===== config.mk =====
export PLATFORM = sky130hd
export DESIGN_NAME = flasher_sequencer
export DESIGN_NICKNAME = d
export VERILOG_FILES = /design/src/rtl/flasher_sequencer.sv
export SDC_FILE = /design/constraint.sdc
export NUM_CORES = 1
export LEC_CHECK = 0
export CAP_MARGIN = 20
export CORE_ASPECT_RATIO = 1.4
export CORE_MARGIN = 10
export CORE_UTILIZATION = 52
export CTS_CLUSTER_DIAMETER = 50
export DETAILED_ROUTE_END_ITERATION = 10
export HOLD_SLACK_MARGIN = 0.02
export MAX_ROUTING_LAYER = met4
export PLACE_DENSITY = 0.88
export REMOVE_ABC_BUFFERS = 1
export SYNTH_ARGS = -nofsm -noshare
export SYNTH_HDL_FRONTEND = slang
export SYNTH_SLANG_ARGS = --single-unit

===== constraint.sdc =====
create_clock -name clk -period 3 [get_ports clk]
set_clock_uncertainty 0.1 [all_clocks]
set_input_delay 0.6 -clock clk [delete_from_list [all_inputs] [get_ports clk]]
set_output_delay 0.6 -clock clk [all_outputs]
set_load 0.02 [all_outputs]

===== src/rtl/flasher_sequencer.sv =====
// flasher_sequencer: 16-lamp bound flasher sequencer.
// Owns the tick prescaler, the flick synchronizer and kickback latch, the
// lamp-count register and the sequence state register.
module flasher_sequencer #(
    parameter int unsigned DIV_CNT      = 4,
    parameter bit          STICKY_FLICK = 1'b1
) (
    input  logic        clk,
    input  logic        rst,
    input  logic        flick,
    output logic [15:0] lamp,
    output logic [2:0]  state,
    output logic        tick,
    output logic        busy
);

    localparam int unsigned PRE_W    = (DIV_CNT > 1) ? $clog2(DIV_CNT) : 1;
    localparam int unsigned CNT_W    = 5;
    localparam int unsigned LAMP_N   = 16;
    localparam logic [PRE_W-1:0] PRE_LAST = PRE_W'(DIV_CNT - 1);
    localparam logic [CNT_W-1:0] CNT_MAX  = CNT_W'(16);
    localparam logic [CNT_W-1:0] CNT_ONE  = CNT_W'(1);
    localparam logic [CNT_W-1:0] CNT_ZERO = CNT_W'(0);
    localparam logic [CNT_W-1:0] CNT_5    = CNT_W'(5);
    localparam logic [CNT_W-1:0] CNT_6    = CNT_W'(6);
    localparam logic [CNT_W-1:0] CNT_11   = CNT_W'(11);

    typedef enum logic [2:0] {
        IDLE       = 3'd0,
        UP_0_15    = 3'd1,
        DN_15_5    = 3'd2,
        UP_5_10    = 3'd3,
        DN_10_0    = 3'd4,
        UP_0_5     = 3'd5,
        DN_5_0     = 3'd6,
        ST_ILLEGAL = 3'd7
    } state_t;

    state_t             state_q, state_d;
    logic [CNT_W-1:0]   count_q, count_d;
    logic [CNT_W-1:0]   count_inc, count_dec;
    logic [PRE_W-1:0]   presc_q;
    logic               sync1_q, flick_s, flick_prev_q;
    logic               pending_q, pending_d;
    logic               tick_c, f_eff, decision;

    assign tick_c    = (presc_q == PRE_LAST);
    assign f_eff     = STICKY_FLICK ? (pending_q | flick_s) : flick_s;
    assign count_inc = count_q + CNT_ONE;
    assign count_dec = count_q - CNT_ONE;

    // Free-running tick prescaler, wraps at DIV_CNT-1.
    always_ff @(posedge clk or posedge rst) begin
        if (rst) begin
            presc_q <= '0;
        end else if (tick_c) begin
            presc_q <= '0;
        end else begin
            presc_q <= presc_q + PRE_W'(1);
        end
    end

    // Two-flop flick synchronizer, edge history and kickback latch.
    always_ff @(posedge clk or posedge rst) begin
        if (rst) begin
            sync1_q      <= 1'b0;
            flick_s      <= 1'b0;
            flick_prev_q <= 1'b0;
            pending_q    <= 1'b0;
        end else begin
            sync1_q      <= flick;
            flick_s      <= sync1_q;
            flick_prev_q <= flick_s;
            pending_q    <= pending_d;
        end
    end

    // Kickback latch: a decision tick always clears, and wins over a new edge.
    always_comb begin
        pending_d = pending_q;
        if (decision) begin
            pending_d = 1'b0;
        end else if (flick_s && !flick_prev_q) begin
            pending_d = 1'b1;
        end
    end

    // State and lamp-count registers.
    always_ff @(posedge clk or posedge rst) begin
        if (rst) begin
            state_q <= IDLE;
            count_q <= CNT_ZERO;
        end else begin
            state_q <= state_d;
            count_q <= count_d;
        end
    end

    // Next-state and count: one bar step per tick, kickbacks at decision points.
    always_comb begin
        state_d  = state_q;
        count_d  = count_q;
        decision = 1'b0;
        if (state_q == ST_ILLEGAL || count_q > CNT_MAX) begin
            state_d = IDLE;
            count_d = CNT_ZERO;
        end else if (tick_c) begin
            case (state_q)
                IDLE: begin
                    decision = 1'b1;
                    count_d  = CNT_ZERO;
                    if (f_eff) begin
                        count_d = CNT_ONE;
                        state_d = UP_0_15;
                    end
                end
                UP_0_15: begin
                    count_d = count_inc;
                    if (count_inc == CNT_MAX) state_d = DN_15_5;
                end
                DN_15_5: begin
                    count_d = count_dec;
                    if (count_dec == CNT_5) begin
                        decision = 1'b1;
                        state_d  = f_eff ? UP_0_15 : UP_5_10;
                    end
                end
                UP_5_10: begin
                    count_d = count_inc;
                    if (count_inc == CNT_11) state_d = DN_10_0;
                end
                DN_10_0: begin
                    count_d = count_dec;
                    if (count_dec == CNT_ZERO) begin
                        decision = 1'b1;
                        state_d  = f_eff ? UP_5_10 : UP_0_5;
                    end else if (count_dec == CNT_5 && f_eff) begin
                        decision = 1'b1;
                        state_d  = UP_5_10;
                    end
                end
                UP_0_5: begin
                    count_d = count_inc;
                    if (count_inc == CNT_6) state_d = DN_5_0;
                end
                DN_5_0: begin
                    count_d = count_dec;
                    if (count_dec == CNT_ZERO) state_d = IDLE;
                end
                default: begin
                    state_d = IDLE;
                    count_d = CNT_ZERO;
                end
            endcase
        end
    end

    // Thermometer decode of the registered count onto the lamps.
    always_comb begin
        lamp = '0;
        for (int i = 0; i < LAMP_N; i++) begin
            lamp[i] = (CNT_W'(i) < count_q);
        end
    end

    assign state = state_q;
    assign busy  = (state_q != IDLE);
    assign tick  = tick_c;

endmodule


# Yosys cells after proc, flatten, opt, wreduce, memory -nomap -nowiden
# Cells that the tools add are included.
# totals
wordCells	85
in_bits	3
output_inout_bits	21
register_bits	14
# classes
n_eq_ne	19
n_bitwise	1
n_addsub	3
muxes	26
n_reduce_logical	12
order_cmp	17
# ops
cell	count
4-bit by 5-bit < comparator with 1-bit output (first input constant)	8
3-bit 2-to-1 mux	11
3-bit one-hot mux with 7 select lines	1
3-bit by 5-bit < comparator with 1-bit output (first input constant)	4
3-bit != test (second input constant)	6
5-bit one-hot mux with 3 select lines	1
3-bit == test (second input constant)	4
5-bit by 3-bit == test with 1-bit output (second input constant)	2
1-bit by 5-bit < comparator with 1-bit output (first input constant)	2
2-bit by 5-bit < comparator with 1-bit output (first input constant)	2
5-bit 2-to-1 mux	2
1-bit 2-to-1 mux	8
8-bit AND reduction	1
3-bit by 2-bit == test with 1-bit output (second input constant)	2
3-bit OR reduction	2
5-bit by 1-bit adder with 5-bit output (second input constant)	1
5-bit by 4-bit == test with 1-bit output (second input constant)	1
5-bit == test (second input constant)	1
5-bit greater-than comparator (second input constant)	1
5-bit logical NOT	1
5-bit by 1-bit subtractor with 5-bit output (second input constant)	1
2-bit 2-to-1 mux	2
4-bit != test (second input constant)	1
2-bit nonzero test	2
other kinds (10)	11

# Depth between registers and ports, before layout
# logic_depth
ltp_word	9
depth_mapped	10
mapped_depth_nobuf	8

# Worst setup path after synthesis
# OpenSTA, ideal clock, no wires.
# synth_path
kind	register to register
start	reg count_q[1]
end	reg pending_q
required_ps	2779
setup_slack_ps	413
synth_period_minus_slack_ps	2587
t_arrival_ps	2365
n_path_buf	2
setup_ps	121
stages_incl_launch_ff	11
cell_sequence	dfrtp_1 -> clkbuf_1 -> inv_1 -> ha_1 -> clkbuf_1 -> o21bai_1 -> a21oi_2 -> nor2_1 -> o21ai_1 -> or4b_1 -> o22a_1
# synth_between
elab_chain_cells	9
word_cells_on_any_way	14
classes_between	add/sub: 1; order compare: 1; eq/ne: 1; mux: 7; reduce/logical: 4
# synth_rtl
item	line_no	source
start, declared	40	logic [CNT_W-1:0] count_q, count_d;
start signal, assigned	95	count_q <= count_d;
5-bit by 1-bit subtractor with 5-bit output	50	assign count_dec = count_q - CNT_ONE;
5-bit by 3-bit == test with 1-bit output	123, 137	
1-bit logical AND	137	end else if (count_dec == CNT_5 && f_eff) begin
1-bit 2-to-1 mux	137	
1-bit 2-to-1 mux	134	if (count_dec == CNT_ZERO) begin
1-bit one-hot mux with 3 select lines	108	case (state_q)
1-bit 2-to-1 mux	107	end else if (tick_c) begin
1-bit 2-to-1 mux *	104	if (state_q == ST_ILLEGAL || count_q > CNT_MAX) begin
1-bit 2-to-1 mux or 2-bit nonzero test (tied branches)	n/a	
end signal, assigned	74	pending_q <= pending_d;
end, declared	44	logic pending_q, pending_d;
# Mark *: on every way between the ends. The rest lies on a longest branch, timed or not.
# A chain may end at the register's enable or synchronous reset.

# Final worst setup path
# layout_path
start	reg count_q[4]
end	out lamp[1]
# layout_between
elab_chain_cells	1
# layout_rtl
item	line_no	source
1-bit by 5-bit < comparator with 1-bit output	162	lamp[i] = (CNT_W'(i) < count_q);
end, declared	11	output logic [15:0] lamp,
# Every way passes these cells.

==> impl_results.md <==
- Leak: 0.659 nW
- Critical path required time: 2.30 ns
- Max Slew Vio Count: 0
- Starting Density: 55.0%
- Worst VDD drop: 594 uV
- Most frequent cell after synthesis: nand2_1
- Clock Sinks: 14
- Worst reg2reg endpoint: state[1]
- TritonCTS clock tree: yes
- Cell Rows: 21
- Fillers: 206
- Synth warnings: 0
- DIE HEIGHT: 79.8 um
- Clk_lat worst skew: 0.28 ns
- Sequential power share: 19.7%
- Mapped cell area: 1330 um2
- Worst hold endpoint: flick_s
- Status: completed
- Placed cells: 214
- Max Cap Viol: 0
- Worst Path Arrival: 2.12 ns
- Total power: 1.79 mW
- Internal power: 0.854 mW
- Slew margin rel.: 52.5%
- Distinct cell type count after synthesis: 53
- Gr usage total: 14.6%
- Worst reg-to-reg path cell count: 6
- Number of synthesized register bits: 14
- Final instance area: 1590 um2
- Post-place instance area: 1560 um2
- Diode count: 0
- Bufs on Longest Clock Path: 2
- FMAX: 354 MHz
- # hold bufs at CTS: 0
- WHS Path Cells: 0
- H-tree Lvls: 1
- Crit-path cells: nor2_1 -> inv_1 -> nor2_1 -> o21ai_0 -> clkdlybuf4s50_1
- Syn Area/Cell: 7.96 um2
- Final WL: 3640 um
- Routability cong.: 0.934
- Register area share after synthesis: 26.4%
- Setup TNS: 0 ns
- DIE WIDTH: 62.7 um
- Synth async-reset ratio: 100%
- HP Class: reg2reg
- Die area: 5010 um2
- Delay-heaviest family, CP: buffers and inverters
- Drt first pass iters: 4
- CTS resizes: 0
- Final hold vios: 0
- Actual transition at the worst max-transition pin: 0.705 ns
- Placed wire-length estimate: 2820 um
- CP Max Fanout: 14
- Synth area leader: dfrtp_1
- Setup Fix Bufs, Post-CTS: 0
- Post-synth top cells: nand2_1 (19), nor2_1 (17), dfrtp_1 (14)
- DP Worst Slack: 0.495 ns
- Most common cell on crit path: nor2_1
- Worst path bufs/invs: 2
- PwrDens: 1120 nW/um2
- Area occupied by registers: 350 um2
- Core Box Area: 2420 um2
- Drt wl/cell: 16.7 um
- Area Growth Syn to Fin: 19.9%
- # port buffers: 23
- Final #Nets: 195
- Largest net degree at the start of global routing: 21
- Worst min-delay path startpoint: sync1_q
- Tcrit/Tclk final: 94.1%
- Area of the multi-input gates: 870 um2
- Reg2Reg Setup Slack: 0.52 ns
- Clk root buf: clkbuf_4
- Clock Pin Slew Worst Setup and Hold Paths: 0.09 ns
- Num CTS Buffers: 3
- Iter 0 DRT Violations: 63
- Combinational Power Share: 72.7%
- Fin Hold WS: 0.269 ns
- Ranking of synthesized cells by area: dfrtp_1 (26%), ha_1 (6.6%), nand2_1 (5.4%), nor2_1 (4.8%), inv_1 (3.1%)
- Via Count: 1,364
- Unrepaired setup endpoints after global routing: false
- Post-Syn Instances: 167
- Fin cells: 218
- Vias in the first global route: 1,327
- Tmin final: 2.82 ns
- Vias/cell: 6.26
- Antenna violations before repair: 0
- Layout Utilization: 65.9%
- Grt total ovfl: 0
- First-pass GRT wire length: 6100 um
- Clock share of power: 7.7%
- Antenna viol nets, final: 0
- Psw: 0.937 mW
- Sw Ratio: 52.3%
- Nature of the critical path endpoint: primary output
- Final Setup Violations: 0
- Top_reg_cell synth: dfrtp_1
- Share of post-route cells with drive strength above 1: 8.70%
- # IOs: 24
- CP Class: reg2out
- Synth top area share: 26.4%
- Crit-path slowest cell: dfrtp_1
- Drt drc: 0
- Startpoint types: flip-flop
- Reg2reg start: count_q[2]
- Setup ws final: 0.178 ns
- Post-synth EDFFs: 0
- Crit path largest cell delay: 0.56 ns
[flip-flops by register name, indices dropped and copies added, names as in the netlist]
| register | count |
|---|---|
| presc_q | 2 |
| flick_prev_q | 1 |
| sync1_q | 1 |
| state | 3 |
| flick_s | 1 |
| count_q | 5 |
| pending_q | 1 |
[power by group through the flow]
| stage | clock, mW | sequential (mW) | combinational, mW |
|---|---|---|---|
| 2_1_floorplan | 0 | 0.395 | 0.757 |
| 3_3_place_gp | 0 | 0.344 | 1.27 |
| 3_5_place_dp | 0 | 0.352 | 1.29 |
| 4_1_cts | 0.138 | 0.349 | 1.30 |
| 5_1_grt | 0.151 | 0.361 | 1.40 |
| 6_report | 0.137 | 0.352 | 1.30 |
[per-layer routing]
metal / GRT usage, % / vias to the layer above / wire, um
met2: 26.7 / 39 / 1960
met3: 2.11 / 13 / 144
met5: - / - / 0
met4: 5.61 / 0 / 93
met1: 15.5 / 673 / 1450
li1: - / 639 / -
[cell families (layout without fill, tap and decap cells)]
family | after synthesis | count (layout) | share of synthesized area, %
buffers and inverters | 24 | 41 | 8.19
DFF | 14 | 14 | 26.4
xor gates and xnor gates | 4 | 4 | 2.64
AOI/OAI and AO/OA | 53 | 53 | 31.2
adders and majority gates | 7 | 7 | 6.59
and+or+nand+nor | 64 | 64 | 24.3
muxes | 1 | 1 | 0.753
[worst max path at each step]
stage / end / startpoint / slack [ns] / cells past startpoint
floorplan: pending_q / count_q[0] / 0.60 / 8
global placement: lamp[1] / count_q[4] / 0.54 / 5
detailed placement: lamp[1] / count_q[4] / 0.50 / 5
CTS: lamp[4] / count_q[2] / 0.18 / 3
global route: lamp[1] / count_q[4] / 0.05 / 5
finish: lamp[1] / count_q[4] / 0.18 / 5
[placed cells by master (no fill, tap or decap), types with 3 or more instances in the layout]
master           netlist  final
nor2b_1                3      3
buf_4                  2      3
dfrtp_1               14     14
inv_1                 11     11
nor2_1                17     17
nand2_1               19     19
a311o_1                3      3
nand2b_1               3      3
clkdlybuf4s50_1        0     23
nor3_1                 4      4
o21bai_1               4      4
clkbuf_4               0      3
o21ai_0                5      5
nand3_1                7      7
ha_1                   7      7
a21oi_1                7      7
a211oi_1               4      4
[layout make-up]
class | count | share of cell area, %
clock buffer | 4 | 2.28
inverter | 11 | 2.59
multi-input combinational | 129 | 54.6
sequential | 14 | 22.0
tap | 34 | 2.67
timing repair buffer | 26 | 15.9
Power figures use the tool's default switching activity.
